### config.mk
export PLATFORM = sky130hd
export DESIGN_NAME = vga_pattern_gen
export DESIGN_NICKNAME = d
export VERILOG_FILES = /design/src/rtl/vga_pkg.sv /design/src/rtl/vga_timing.sv /design/src/rtl/vga_pattern_gen.sv
export SDC_FILE = /design/constraint.sdc
export NUM_CORES = 1
export LEC_CHECK = 0
export BUFFER_PORTS_ARGS = -buffer_cell sky130_fd_sc_hd__clkbuf_2
export CAP_MARGIN = 25
export CORE_MARGIN = 8
export CORE_UTILIZATION = 35
export CTS_CLUSTER_DIAMETER = 50
export DETAILED_ROUTE_END_ITERATION = 10
export SYNTH_ARGS = -nofsm -noshare
export SYNTH_HDL_FRONTEND = slang
export SYNTH_HIERARCHICAL = 1
export SYNTH_SLANG_ARGS = --single-unit
### constraint.sdc
create_clock -name clk -period 5.7 [get_ports clk]
set_input_delay 0.285 -clock clk [delete_from_list [all_inputs] [get_ports clk]]
set_output_delay 0.285 -clock clk [all_outputs]
set_load 0.02 [all_outputs]
### src/rtl/vga_pkg.sv
// vga_pkg: default VGA timing, mode encodings and the colour-bar table shared by vga_pattern_gen.
package vga_pkg;
  localparam int DEF_CLK_DIV    = 2;
  localparam int DEF_H_ACTIVE   = 640;
  localparam int DEF_H_FP       = 16;
  localparam int DEF_H_SYNC     = 96;
  localparam int DEF_H_BP       = 48;
  localparam int DEF_V_ACTIVE   = 480;
  localparam int DEF_V_FP       = 10;
  localparam int DEF_V_SYNC     = 2;
  localparam int DEF_V_BP       = 33;
  localparam int DEF_COLOR_W    = 1;
  localparam int DEF_SCROLL_DIV = 16;
`ifdef VGA_BORDER_EN
  localparam int DEF_BORDER_W   = 4;
`endif

  typedef enum logic [1:0] {
    MODE_SOLID  = 2'd0,
    MODE_BARS   = 2'd1,
    MODE_CHECK  = 2'd2,
    MODE_SCROLL = 2'd3
  } mode_e;

  // {R,G,B} per bar, bar 0 in the low bits: white, yellow, cyan, green, magenta, red, blue, black
  localparam logic [23:0] BAR_TABLE = {3'b000, 3'b001, 3'b100, 3'b101,
                                       3'b010, 3'b011, 3'b110, 3'b111};

  function automatic int total(input int active, input int fp, input int sync, input int bp);
    return active + fp + sync + bp;
  endfunction

  function automatic logic [2:0] bar_color(input logic [2:0] idx);
    return BAR_TABLE[3*idx +: 3];
  endfunction
endpackage

### src/rtl/vga_timing.sv
// vga_timing: pixel-enable divider, H/V raster counters and raw (unregistered) sync/active flags.
module vga_timing
  import vga_pkg::*;
#(
  parameter int   CLK_DIV  = DEF_CLK_DIV,
  parameter int   H_ACTIVE = DEF_H_ACTIVE,
  parameter int   H_FP     = DEF_H_FP,
  parameter int   H_SYNC   = DEF_H_SYNC,
  parameter int   H_BP     = DEF_H_BP,
  parameter int   V_ACTIVE = DEF_V_ACTIVE,
  parameter int   V_FP     = DEF_V_FP,
  parameter int   V_SYNC   = DEF_V_SYNC,
  parameter int   V_BP     = DEF_V_BP,
  parameter logic H_POL    = 1'b0,
  parameter logic V_POL    = 1'b0
) (
  input  logic       clk,
  input  logic       rst,
  output logic       pix_ce,
  output logic [9:0] h_cnt,
  output logic [9:0] v_cnt,
  output logic       h_sync,
  output logic       v_sync,
  output logic       video_on,
  output logic       line_end,
  output logic       frame_end
);
  localparam int H_TOTAL = total(H_ACTIVE, H_FP, H_SYNC, H_BP);
  localparam int V_TOTAL = total(V_ACTIVE, V_FP, V_SYNC, V_BP);
  localparam int DW = CLK_DIV > 1 ? $clog2(CLK_DIV) : 1;

  logic [DW-1:0] div_cnt;

  // with CLK_DIV=1 div_cnt never leaves 0, so pix_ce is constantly high
  assign pix_ce    = div_cnt == DW'(CLK_DIV - 1);
  assign line_end  = h_cnt == 10'(H_TOTAL - 1);
  assign frame_end = line_end && v_cnt == 10'(V_TOTAL - 1);

  always_ff @(posedge clk or negedge rst) begin
    if (!rst) begin
      div_cnt <= '0;
      h_cnt   <= '0;
      v_cnt   <= '0;
    end else begin
      div_cnt <= pix_ce ? '0 : div_cnt + 1'b1;
      if (pix_ce) begin
        h_cnt <= line_end ? '0 : h_cnt + 1'b1;
        if (line_end) v_cnt <= frame_end ? '0 : v_cnt + 1'b1;
      end
    end
  end

  assign h_sync   = (h_cnt >= 10'(H_ACTIVE + H_FP) && h_cnt < 10'(H_ACTIVE + H_FP + H_SYNC)) ? H_POL : ~H_POL;
  assign v_sync   = (v_cnt >= 10'(V_ACTIVE + V_FP) && v_cnt < 10'(V_ACTIVE + V_FP + V_SYNC)) ? V_POL : ~V_POL;
  assign video_on = h_cnt < 10'(H_ACTIVE) && v_cnt < 10'(V_ACTIVE);
endmodule

### src/rtl/vga_pattern_gen.sv
// vga_pattern_gen: parametrised VGA timing plus solid/bars/checker/scrolling-bar patterns, one registered output stage.
// Defining VGA_BORDER_EN adds a BORDER_W-pixel white frame around the active area.
module vga_pattern_gen
  import vga_pkg::*;
#(
  parameter int   CLK_DIV    = DEF_CLK_DIV,
  parameter int   H_ACTIVE   = DEF_H_ACTIVE,
  parameter int   H_FP       = DEF_H_FP,
  parameter int   H_SYNC     = DEF_H_SYNC,
  parameter int   H_BP       = DEF_H_BP,
  parameter int   V_ACTIVE   = DEF_V_ACTIVE,
  parameter int   V_FP       = DEF_V_FP,
  parameter int   V_SYNC     = DEF_V_SYNC,
  parameter int   V_BP       = DEF_V_BP,
  parameter logic H_POL      = 1'b0,
  parameter logic V_POL      = 1'b0,
  parameter int   COLOR_W    = DEF_COLOR_W,
  parameter int   SCROLL_DIV = DEF_SCROLL_DIV
`ifdef VGA_BORDER_EN
  ,
  parameter int   BORDER_W   = DEF_BORDER_W
`endif
) (
  input  logic                 clk,
  input  logic                 rst,
  input  logic [1:0]           mode_sel,
  input  logic [3*COLOR_W-1:0] fg_color,
  output logic                 h_sync,
  output logic                 v_sync,
  output logic [COLOR_W-1:0]   red,
  output logic [COLOR_W-1:0]   green,
  output logic [COLOR_W-1:0]   blue,
  output logic                 video_on,
  output logic [9:0]           pixel_x,
  output logic [9:0]           pixel_y,
  output logic                 frame_start,
  output logic [1:0]           mode_active
);
  localparam int BAR_W = H_ACTIVE / 8;
  localparam int PW    = $clog2(BAR_W + 1);
  localparam int FW    = $clog2(SCROLL_DIV + 1);

  logic                 pix_ce, hs, vs, act, line_end, frame_end;
  logic [9:0]           h_cnt, v_cnt;
  logic [2:0]           bar_idx, scroll_off, bar_rgb;
  logic [PW-1:0]        bar_px;
  logic [FW-1:0]        frame_cnt;
  logic                 origin, h_act, bar_last;
  mode_e                mode_cur;
  logic [3*COLOR_W-1:0] bar_col, pat, col;

  vga_timing #(
    .CLK_DIV (CLK_DIV),
    .H_ACTIVE(H_ACTIVE), .H_FP(H_FP), .H_SYNC(H_SYNC), .H_BP(H_BP),
    .V_ACTIVE(V_ACTIVE), .V_FP(V_FP), .V_SYNC(V_SYNC), .V_BP(V_BP),
    .H_POL   (H_POL),    .V_POL(V_POL)
  ) u_timing (
    .clk      (clk),
    .rst      (rst),
    .pix_ce   (pix_ce),
    .h_cnt    (h_cnt),
    .v_cnt    (v_cnt),
    .h_sync   (hs),
    .v_sync   (vs),
    .video_on (act),
    .line_end (line_end),
    .frame_end(frame_end)
  );

  assign origin   = h_cnt == '0 && v_cnt == '0;
  assign h_act    = h_cnt < 10'(H_ACTIVE);
  assign bar_last = bar_px == PW'(BAR_W - 1);
  // the frame's first pixel already uses the newly requested mode
  assign mode_cur = mode_e'(origin ? mode_sel : mode_active);
  assign bar_rgb  = bar_color(mode_cur == MODE_SCROLL ? bar_idx + scroll_off : bar_idx);
  assign bar_col  = {{COLOR_W{bar_rgb[2]}}, {COLOR_W{bar_rgb[1]}}, {COLOR_W{bar_rgb[0]}}};

  always_comb begin
    pat = mode_cur == MODE_SOLID ? fg_color :
          mode_cur == MODE_CHECK ? (h_cnt[5] ^ v_cnt[5] ? '0 : fg_color) : bar_col;
  end

`ifdef VGA_BORDER_EN
  logic border;
  assign border = h_cnt < 10'(BORDER_W) || h_cnt >= 10'(H_ACTIVE - BORDER_W) ||
                  v_cnt < 10'(BORDER_W) || v_cnt >= 10'(V_ACTIVE - BORDER_W);
  assign col = border ? '1 : pat;
`else
  assign col = pat;
`endif

  always_ff @(posedge clk or negedge rst) begin
    if (!rst) begin
      bar_idx     <= '0;
      bar_px      <= '0;
      frame_cnt   <= '0;
      scroll_off  <= '0;
      mode_active <= '0;
      h_sync      <= ~H_POL;
      v_sync      <= ~V_POL;
      red         <= '0;
      green       <= '0;
      blue        <= '0;
      video_on    <= 1'b0;
      pixel_x     <= '0;
      pixel_y     <= '0;
      frame_start <= 1'b0;
    end else begin
      frame_start <= pix_ce && origin;
      if (pix_ce) begin
        // bar 7 absorbs the H_ACTIVE % 8 remainder by saturating
        if (line_end) begin
          bar_idx <= '0;
          bar_px  <= '0;
        end else if (h_act) begin
          bar_px <= bar_last ? '0 : bar_px + 1'b1;
          if (bar_last && bar_idx != 3'd7) bar_idx <= bar_idx + 1'b1;
        end
        if (frame_end) begin
          frame_cnt <= frame_cnt == FW'(SCROLL_DIV - 1) ? '0 : frame_cnt + 1'b1;
          if (frame_cnt == FW'(SCROLL_DIV - 1)) scroll_off <= scroll_off + 1'b1;
        end
        if (origin) mode_active <= mode_sel;
        h_sync               <= hs;
        v_sync               <= vs;
        video_on             <= act;
        pixel_x              <= h_cnt;
        pixel_y              <= v_cnt;
        {red, green, blue}   <= act ? col : '0;
      end
    end
  end
endmodule
After elaboration in Yosys (flattened, before gate mapping). Cells that the tools add are included.

Bits in registers: 68. Input port bits: 7. Output and inout port bits: 29. Word-level logic and storage cells: 76.

Add/sub/neg operators: 8. Multipliers: 1. Magnitude comparators: 6. Eq/ne operators: 7. Shifts and indexed selects: 1. Muxes and demuxes: 18. Bitwise gates (word level): 1. Reductions and logical operators: 17.

Operator list (number): 2-to-1 mux 3 bit (8); variable part select 24 x 6 -> 3 bit, first input constant (1); 2-to-1 mux 7 bit (3); adder 10 x 1 -> 10 bit, second input constant (2); equality test 10 bit, second input constant (2); zero test 10 bit (2); less-than comparator 10 bit, second input constant (2); less-than comparator 10 x 9 -> 1 bit, second input constant (2); 2-to-1 mux 10 bit (2); >= comparator 10 bit, second input constant (1); >= comparator 10 x 9 -> 1 bit, second input constant (1); adder 7 x 1 -> 7 bit, second input constant (1); equality test 7 bit, second input constant (1); logical AND 1 bit (7); adder 3 x 1 -> 3 bit, second input constant (2); AND reduction 2 bit (3); AND reduction 3 bit (2); adder 5 x 1 -> 5 bit, second input constant (1); equality test 5 x 4 -> 1 bit, second input constant (1); multiplier 2 x 3 -> 5 bit, first input constant (1); 2-to-1 mux 5 bit (1); equality test 2 bit, second input constant (2); nonzero test 2 bit (2); adder 3 bit (1); other kinds (6) (8).

Logic depth before layout (Yosys ltp). Gate-level depths: netlist of run 1.

Depth after elaboration: 10. Depth in mapped cells: 11. Depth with buffers taken out: 10.

By module. Netlist of run 1, hierarchy kept.

By module, submodules not included: vga_pattern_gen (times used 1, cells each 196, area an instance 2334.7 µm², sequential area each 1178.6 µm²); vga_timing (times used 1, cells each 114, area an instance 1133.6 µm², sequential area each 525.5 µm²).

Worst setup path after synthesis of run 1. No wires, ideal clock.

Kind: register to register. From: register u_timing.h_cnt[1]. To: register bar_px[2]. Library setup time: 66 ps. Arrival time: 2120 ps. Required time: 5634 ps. Setup slack: 3514 ps. Cell stages (with the launch flop): 11. Path buffers: 2. Clock period less this slack: 2186 ps. Cell sequence: dfrtp_1 ha_1 and4b_2 nand3_1 inv_1 buf_2 nand2b_1 o21ai_1 clkbuf_1 or4b_1 nand2_1.

Cells in the longest elaborated chain, start to end: 3. Elaborated cells between the ends (all ways): 5. Classes of those cells: order compare (1); eq/ne (1); mux (1); reduce/logical (2).

RTL lines: start: declaration (RTL line vga_timing.sv:20) `output logic [9:0] h_cnt,`; start signal: assignment (RTL line vga_timing.sv:47) `h_cnt <= line_end ? '0 : h_cnt + 1'b1;`; equality test 10 bit * (RTL line vga_timing.sv:36) `assign line_end = h_cnt == 10'(H_TOTAL - 1);`; net line_end (RTL line vga_pattern_gen.sv:43) `logic pix_ce, hs, vs, act, line_end, frame_end;`; nonzero test 2 bit (no source line); AND reduction 2 bit (no source line); end signal: assignment (RTL line vga_pattern_gen.sv:116) `bar_px <= bar_last ? '0 : bar_px + 1'b1;`; end: declaration (RTL line vga_pattern_gen.sv:46) `logic [PW-1:0] bar_px;`.

The timed path passes the listed nets; every way through them passes the cells marked *. A chain may end at the register's enable or synchronous reset.

Worst setup path after layout of run 1.
From: register u_timing.h_cnt[1]. To: register bar_px[6].

Same word-level chain as after synthesis.

==> impl_metrics.json, run 1 <==
{
  "synthMuxAreaShare_pct": 10.32,
  "cts_inserted_buffers": 9,
  "die_w_um": 115.5,
  "ys_warn_count": 6,
  "drive_gt1_share_pct": 29.10,
  "start_util_pct": 35.81,
  "hold_viol_final": 0,
  "path_clk_slew_ns": 0.07,
  "synthToLayoutAreaGrowth_pct": 15.98,
  "die-area_um2": 13350,
  "ys_types": 59,
  "fin_area_um2": 4023,
  "setup_ws_ns": 3.026,
  "gp_congestion": 0.7928,
  "r2r-end": "bar_px[6]",
  "grt_pass1_vias": 2499,
  "antenna_found_initial": 0,
  "grt_max_degree": 69,
  "wl_per_cell_um": 14.78,
  "drv_cap": 0,
  "rows": 36,
  "drtIter0Drc": 137,
  "synthFlopType": "dfrtp_1",
  "drt_pass1_iterations": 6,
  "path_max_fanout": 13,
  "cts-root-buf": "clkbuf_8",
  "relSlewSlack_pct": 42.85,
  "r2r_setup_slack_ns": 3.03,
  "rr_worst_depth": 10,
  "leakagePower_uw": 0.001912,
  "cts_sinks": 68,
  "syn_inst": 310,
  "r2r-start": "u_timing/h_cnt[1]",
  "final.period_utilization_pct": 46.91,
  "post_cts_buffers": 0,
  "synth_seq_area_share_pct": 49.13,
  "die_y_um": 115.5,
  "crit_path_start_kind": "register",
  "fin_skew_ns": 0.007598,
  "grt_overflow": 0,
  "slew_violations": 0,
  "yosys.area_share.simple_pct": 20.31,
  "vias": 2447,
  "synth_compound_area_share_pct": 8.514,
  "cp_slowest_stage_delay_ns": 0.57,
  "total_power_uw": 1029,
  "end_kind": "register",
  "nNetsFinal": 368,
  "cts_buffer_depth": 2,
  "crit_type": "register to register",
  "placed_cell_area_um2": 3761,
  "synth_xor_xnor_area_share_pct": 4.293,
  "slowest_stage": "o21ai_1",
  "grtUsageTotal_pct": 11.62,
  "fmax_mhz": 374.0,
  "htreeDepth": 3,
  "synth_edf_count": 0,
  "fp.coreArea_um2": 9684,
  "crit_required_ns": 5.93,
  "grt_pass1_wl_mm": 12.33,
  "min_period_ns": 2.674,
  "cpLargestDelayFamily": "compound AO/OA/AOI/OAI gates",
  "hold_buffers": 0,
  "crit_buf_inv": 1,
  "cp_cell_sequence": "ha_1, and4b_2, nand3_1, inv_1, nand2b_1, o21ai_1, nor4b_1, o21ai_0, a21oi_1, a21o_1",
  "clock_latency_ns": 0.34,
  "io_buffers": 35,
  "finalSetupTns_ns": 0,
  "avgSynthCellArea_um2": 11.19,
  "worstMarginPinSlew_ns": 0.8572,
  "async_flop_share_pct": 100.0,
  "cp.arrival_ns": 2.90,
  "drc_errors": 0,
  "synth_top_family_by_area": "simple AND/OR/NAND/NOR gates",
  "utilization_pct": 41.54,
  "final_antenna_net_count": 0,
  "pin_count": 36,
  "syn_nets": 328,
  "synth_seq_cells": 68,
  "preCtsSetupSlack_ns": 3.090,
  "status": "finished, final reports clean",
  "power.density_nw_per_um2": 255.8,
  "synth_area_um2": 3468,
  "setup_viol": 0,
  "cts_resized": 0,
  "routed_wl_mm": 7.198,
  "rsz0062_at_grt": "false",
  "hold_path.class": "input port to async pin",
  "ir_worst_vdd_mv": 0.1215,
  "dp_hpwl_mm": 5.100,
  "cts_tree": "built",
  "synth_fa_ha_area_share_pct": 4.185,
  "num_antenna_cells": 0,
  "viasPerCell": 5.025
}
[where the power goes]
group	internal, µW	total, µW	switching [µW]
combinational	7.23	24.7	17.4
sequential	484	486	1.93
clock	334	518	184
[area by class of cell]
class                           instances  area [µm²]
Tap cell                              133       166.4
Clock inverter                          6       137.6
Multi-Input combinational cell        221        1652
Clock buffer                            9       123.9
Inverter                               13       48.80
Timing Repair Buffer                   37       190.2
Fill cell                             938        5662
Sequential cell                        68        1704
[layout by cell type (no fill, tap or decap), types with 2 or more instances in the layout]
master     netlist  routed
dfrtp_1         66      66
clkbuf_2         0      34
mux2_2          26      26
nand2_1         25      25
o21ai_0         17      17
nand3_1         16      16
nor2_1          15      15
inv_1           13      13
ha_1            10      10
xnor2_1          9       9
clkbuf_8         1       9
xor2_1           8       8
nand4_1          8       8
a21oi_1          7       7
nand2b_1         6       6
nor3_1           6       6
and3_1           5       5
mux2i_1          5       5
a31oi_1          4       4
bufinv_16        0       4
nor4_4           3       3
nor2b_1          3       3
nor4b_1          3       3
or3_1            3       3
and3_2           3       3
and2_1           3       3
nand3_2          2       2
a22o_1           2       2
o31ai_1          2       2
and2_2           2       2
a21o_1           2       2
clkinv_4         0       2
dfstp_2          2       2
buf_4            0       2
[worst register-to-register path, delay by kind of cell (launching register included)]
family	cells	cell delay [ns]
compound gates	4	0.99
simple gates	4	0.70
flops	1	0.46
buf+inv	1	0.15
fa+ha+maj	1	0.26
[metal layers]
metal,up-vias,global-route usage (%),share of wire (%)
li1,1198,-,-
met1,1197,15.48,50
met2,46,17.56,45
met3,6,3.908,4.9
met4,0,3.152,0.56
met5,-,0,0
[logic make-up after synthesis]
| kind of cell | count (synthesis) |
|---|---|
| AOI/OAI and AO/OA | 45 |
| and+or+nand+nor | 116 |
| DFF | 68 |
| adders and majority gates | 11 |
| muxes | 32 |
| buffers and inverters | 21 |
| xor gates and xnor gates | 17 |
[state kept, by name, summed over array words and instances (netlist names)]
register / cells
bar_idx: 3
bar_px: 7
blue: 1
frame_cnt: 5
frame_start: 1
green: 1
h_sync: 1
mode_active: 2
pixel_x: 10
pixel_y: 10
red: 1
scroll_off: 3
u_timing/h_cnt: 10
u_timing/pix_ce: 1
u_timing/v_cnt: 10
v_sync: 1
video_on: 1
[synth_stat cells (3+ instances only)]
master	instances	area, µm²
clkbuf_1	3	11.26
nand2b_1	6	37.54
nand4_1	8	50.05
nor4b_1	3	26.28
and3_2	3	22.52
dfrtp_1	66	1652
inv_1	13	48.80
ha_1	10	125.1
mux2_2	26	292.8
mux2i_1	5	50.05
nor4_4	3	63.81
nor2_1	15	56.30
a21oi_1	7	35.03
nand3_1	16	80.08
and3_1	5	31.28
nand2_1	25	93.84
a31oi_1	4	25.02
nor3_1	6	30.03
xor2_1	8	70.07
or3_1	3	18.77
nor2b_1	3	18.77
and2_1	3	18.77
o21ai_0	17	85.08
buf_6	3	33.78
xnor2_1	9	78.83
[worst max-delay path by stage]
stage / start / end / cells past startpoint
2_1_floorplan: u_timing/h_cnt[1] / bar_px[2] / 10
3_3_place_gp: u_timing/h_cnt[1] / bar_px[6] / 10
3_5_place_dp: u_timing/h_cnt[1] / bar_px[6] / 10
4_1_cts: u_timing/h_cnt[1] / bar_px[6] / 10
5_1_grt: u_timing/h_cnt[1] / bar_px[6] / 10
6_report: u_timing/h_cnt[1] / bar_px[6] / 10
[stage by stage]
| stage | hold slack [ns] | cells |
|---|---|---|
| after detailed placement | 0.4744 | 472 |
| after global routing | 0.2045 | 487 |
| after floorplan | -0.01059 | 310 |
| after global placement | 0.4696 | 472 |
| after CTS | 0.1587 | 487 |
| final | 0.1281 | 487 |
Power figures use the tool's default switching activity.
==> run 2, diff against run 1 <==
Clock period 5.7 ns to 2.75 ns, I/O delays scaled along.
==> run 2 against run 1 <==
The flow now finishes with violations (hold timing). Hold slack lost 0.14 ns. Global-route usage rose by 0.16 points. Critical path depth decreased by 1.
==> impl_metrics.json, run 2 (synthesized netlist as in run 1, its figures left out) <==
{
  "vias": 2442,
  "antenna_found_initial": 0,
  "fmax_mhz": 399.0,
  "violations": "hold timing",
  "pwr-share-comb_pct": 2.8,
  "final_antenna_net_count": 0,
  "die_y_um": 115.5,
  "fin_skew_ns": 0.008909,
  "rows": 36,
  "cp.arrival_ns": 2.78,
  "cts_sinks": 68,
  "utilization_pct": 41.55,
  "status": "finished, violations left",
  "finalSetupTns_ns": 0,
  "fin_area_um2": 4024,
  "die_w_um": 115.5,
  "rsz0062_at_grt": "false",
  "preCtsSetupSlack_ns": 0.2870,
  "drtIter0Drc": 107,
  "grt_pass1_wl_mm": 12.37,
  "nNetsFinal": 378,
  "fp.coreArea_um2": 9684,
  "drive_gt1_share_pct": 30.77,
  "relSlewSlack_pct": 42.04,
  "gp_congestion": 0.8307,
  "grt_max_degree": 69,
  "end_kind": "register",
  "grt_pass1_vias": 2472,
  "power.density_nw_per_um2": 455.2,
  "crit_type": "register to register",
  "r2r_setup_slack_ns": 0.24,
  "leakagePower_uw": 0.001933,
  "final.period_utilization_pct": 91.15,
  "die-area_um2": 13350,
  "num-fill-cells": 941,
  "path_clk_slew_ns": 0.07,
  "htreeDepth": 3,
  "wl_per_cell_um": 14.52,
  "drc_errors": 0,
  "cp_slowest_stage_delay_ns": 0.48,
  "drv_cap": 0,
  "cell_internal_pwr_uw": 1440,
  "post_cts_buffers": 0,
  "seq_power_share_pct": 55.1,
  "worstMarginPinSlew_ns": 0.8694,
  "crit_path_start_kind": "register",
  "cts_resized": 0,
  "setup_viol": 0,
  "hold_buffers": 0,
  "drt_pass1_iterations": 4,
  "ir_worst_vdd_mv": 0.3256,
  "p_switching_uw": 391.7,
  "fin_hold_ws_ns": -0.01509,
  "cts_inserted_buffers": 9,
  "cts-root-buf": "clkbuf_8",
  "grt_overflow": 0,
  "dp_hpwl_mm": 5.165,
  "cp_cell_sequence": "ha_1, and4b_2, nand3_1, inv_1, nand2b_1, o21ai_1, buf_4, nor4b_1, mux2_2",
  "p_sw_share_pct": 21.39,
  "min_period_ns": 2.507,
  "cts_tree": "built",
  "slowest_stage": "nor4b_1",
  "p_clk_share_pct": 42.1,
  "pin_count": 36,
  "hold_viol_final": 11,
  "grtUsageTotal_pct": 11.79,
  "start_util_pct": 35.81,
  "num_antenna_cells": 0,
  "path_max_fanout": 13,
  "final_cell_mix": "66 x dfrtp_1, 34 x clkbuf_2, 26 x mux2_2",
  "hold_path.class": "input port to async pin",
  "io_buffers": 35,
  "clock_latency_ns": 0.34,
  "viasPerCell": 4.913,
  "synthToLayoutAreaGrowth_pct": 16.02,
  "setup_ws_ns": 0.2435,
  "routed_wl_mm": 7.216,
  "cts_buffer_depth": 2,
  "slew_violations": 0,
  "crit_required_ns": 3.02,
  "placed_cell_area_um2": 3836,
  "final_common_cell": "dfrtp_1"
}
-- run 2: power by group through the flow --
| stage | registers, µW | clock network, µW | logic (µW) |
|---|---|---|---|
| after detailed placement | 1030 | 0 | 53.4 |
| final | 1010 | 772 | 51.1 |
| after CTS | 1010 | 803 | 53.5 |
| after global routing | 1010 | 850 | 58.9 |
| after global placement | 1030 | 0 | 52.5 |
| after floorplan | 1030 | 0 | 13.3 |
-- run 2: area by class of cell --
type                       instances  area, µm²  share of cell area (%)
multi-input combinational        221       1652                   41.04
sequential                        68       1704                   42.35
clock inverter                     1      5.005                  0.1244
inverter                          13      48.80                   1.213
tap                              133      166.4                   4.136
clock buffer                      14      182.7                   4.540
timing repair buffer              47      265.3                   6.592
-- run 2: critical path, delay by kind of cell, from the launching register on --
| family | cells | cell delay, ns |
|---|---|---|
| muxes | 1 | 0.24 |
| and+or+nand+nor | 4 | 1.03 |
| DFF | 1 | 0.44 |
| AOI/OAI and AO/OA | 1 | 0.05 |
| buffers and inverters | 2 | 0.43 |
| adders and majority gates | 1 | 0.25 |
-- run 2: worst paths after layout --
kind / start / to / cells after the start
min in group clk: mode_sel[0] / mode_active[0] / 2
max in group asynchronous: rst / mode_active[0] / 2
min reg2reg: video_on / video_on / 1
min: rst / pixel_x[4] / 2
max: u_timing/h_cnt[0] / bar_idx[0] / 9
max reg2reg: u_timing/h_cnt[0] / bar_idx[0] / 9
-- run 2: per-stage QoR --
stage               std cells  total power, µW
floorplan                 310             1046
global placement          482             1080
detailed placement        482             1081
CTS                       497             1865
global route              497             1917
finish                    497             1832
-- run 2: routing by layer --
| metal | GRT usage [%] | vias to the layer above | share of wire (%) |
|---|---|---|---|
| met5 | 0 | - | 0 |
| met4 | 3.415 | 0 | 0.72 |
| met3 | 4.117 | 4 | 4.2 |
| met2 | 17.13 | 38 | 43 |
| met1 | 16.07 | 1183 | 52 |
| li1 | - | 1217 | - |
==> run 3, diff against run 2 <==
Settings changed: PLACE_DENSITY_LB_ADDON set to 0.2.
==> run 3 against run 2 <==
The run now ends clean. Die area unchanged. Clock power increased by 24%. Total power rose by 10%. Largest cell class unchanged. Clock-buffer cell count shrank 4. Critical path depth unchanged. Critical path type unchanged. Flip-flop and latch count did not move.
==> impl_metrics.json, run 3 (synthesized netlist as in run 1, its figures left out) <==
{
  "status": "finished, final reports clean",
  "path_clk_slew_ns": 0.08,
  "start_util_pct": 35.81,
  "grtUsageTotal_pct": 12.08,
  "end_kind": "register",
  "post_cts_buffers": 0,
  "relSlewSlack_pct": 44.79,
  "total_power_uw": 2019,
  "cts_tree": "built",
  "leakagePower_uw": 0.001941,
  "layout.cells.non_filler": 497,
  "num_antenna_cells": 0,
  "routed_wl_mm": 7.432,
  "grt_overflow": 0,
  "grt_pass1_vias": 2551,
  "finalSetupTns_ns": 0,
  "drt_pass1_iterations": 4,
  "htreeDepth": 3,
  "gp_congestion": 0.7871,
  "clock_latency_ns": 0.35,
  "path_max_fanout": 13,
  "min_period_ns": 2.449,
  "die-area_um2": 13350,
  "drive_gt1_share_pct": 30.77,
  "placed_cell_area_um2": 3821,
  "fin_skew_ns": 0.01236,
  "power.density_nw_per_um2": 497.0,
  "cts-root-buf": "clkbuf_8",
  "crit_required_ns": 3.03,
  "pin_count": 36,
  "rsz0062_at_grt": "false",
  "final_cell_mix": "66 x dfrtp_1, 34 x clkbuf_2, 26 x mux2_2",
  "fp.coreArea_um2": 9684,
  "crit_type": "register to register",
  "final_antenna_net_count": 0,
  "slew_violations": 0,
  "utilization_pct": 41.95,
  "drv_cap": 0,
  "cts_buffer_depth": 2,
  "cts_sinks": 68,
  "viasPerCell": 4.954,
  "vias": 2462,
  "grt_max_degree": 65,
  "die_w_um": 115.5,
  "num-fill-cells": 929,
  "fmax_mhz": 408.3,
  "drtIter0Drc": 147,
  "die_y_um": 115.5,
  "wl_per_cell_um": 14.95,
  "rows": 36,
  "hold_path.class": "input port to register",
  "crit_path_start_kind": "register",
  "ir_worst_vdd_mv": 0.1879,
  "dp_hpwl_mm": 5.264,
  "antenna_found_initial": 0,
  "drc_errors": 0,
  "hold_viol_final": 0,
  "nNetsFinal": 377,
  "final.period_utilization_pct": 89.07,
  "synthToLayoutAreaGrowth_pct": 17.14,
  "cp.arrival_ns": 2.73,
  "io_buffers": 35,
  "fin_area_um2": 4063,
  "place_inst": 480,
  "final_common_cell": "dfrtp_1",
  "cts_inserted_buffers": 9,
  "grt_pass1_wl_mm": 12.73,
  "cts_resized": 0,
  "worstMarginPinSlew_ns": 0.8281,
  "setup_viol": 0
}
## run 3: cell types whose count changed in the layout (fill, tap and decap cells not counted)
| cell | previous run | this run |
|---|---|---|
| clkinvlp_4 | 0 | 1 |
| buf_4 | 12 | 10 |
| inv_6 | 0 | 2 |
| clkbuf_8 | 13 | 10 |
| clkbuf_1 | 1 | 0 |
| bufinv_16 | 0 | 2 |
| clkinv_2 | 1 | 0 |
| dlygate4sd3_1 | 0 | 1 |
| clkinv_4 | 0 | 1 |
## run 3: final timing paths
| kind | startpoint | end | slack (ns) | cells past startpoint |
|---|---|---|---|---|
| max | u_timing/h_cnt[0] | bar_idx[0] | 0.30 | 9 |
| min | mode_sel[0] | mode_active[0] | 0.09 | 2 |
| max reg2reg | u_timing/h_cnt[0] | bar_idx[0] | 0.30 | 9 |
| min reg2reg | video_on | video_on | 0.49 | 1 |
| max in group asynchronous | rst | bar_px[1] | 1.59 | 3 |
| min in group asynchronous | rst | video_on | 0.13 | 2 |
## run 3: critical path, cell delays in order (launching register included)
cell and delay [ns]:
dfrtp_1 0.43, ha_1 0.26, and4b_2 0.27, nand3_1 0.13
inv_1 0.24, nand2b_1 0.14, o21ai_1 0.05, buf_4 0.17
nor4b_1 0.45, mux2_2 0.24
## run 3: area by class of cell
class	instances	area, µm²	area share [%]
repair buffers	46	260.3	6.406
well taps	133	166.4	4.096
inverters	13	48.80	1.201
clock buffers	10	137.6	3.388
multi-input cells	221	1652	40.65
clock inverters	6	93.84	2.310
flip-flops and latches	68	1704	41.95
## run 3: per-stage QoR
step           worst slack, ns  hold WS [ns]
2_1_floorplan           0.5639       -0.1581
3_3_place_gp            0.3902      -0.03950
3_5_place_dp            0.3307      -0.03873
4_1_cts                 0.2983       0.07136
5_1_grt                0.01062       0.08813
6_report                0.3006       0.09123
## run 3: power by group
group	leakage [µW]	internal (µW)	switching (µW)
sequential	0.000880	1000	3.90
clock	0.000113	543	415
combinational	0.000948	15.9	37.3
total	0.00194	1560	456
## run 3: what timing repair did
| action | 4_1_cts | 5_1_grt |
|---|---|---|
| endpoints found under the setup margin | 0 | 0 |
| endpoints found under the hold margin | 4 | 0 |
| hold buffers | 1 | 0 |
## run 3: per-layer routing
| layer | GRT usage [%] | up-vias | part of all wire [%] |
|---|---|---|---|
| met2 | 18.22 | 51 | 46 |
| met1 | 15.97 | 1193 | 48 |
| met5 | 0 | - | 0 |
| met3 | 4.013 | 11 | 3.9 |
| li1 | - | 1207 | - |
| met4 | 3.765 | 0 | 1.6 |
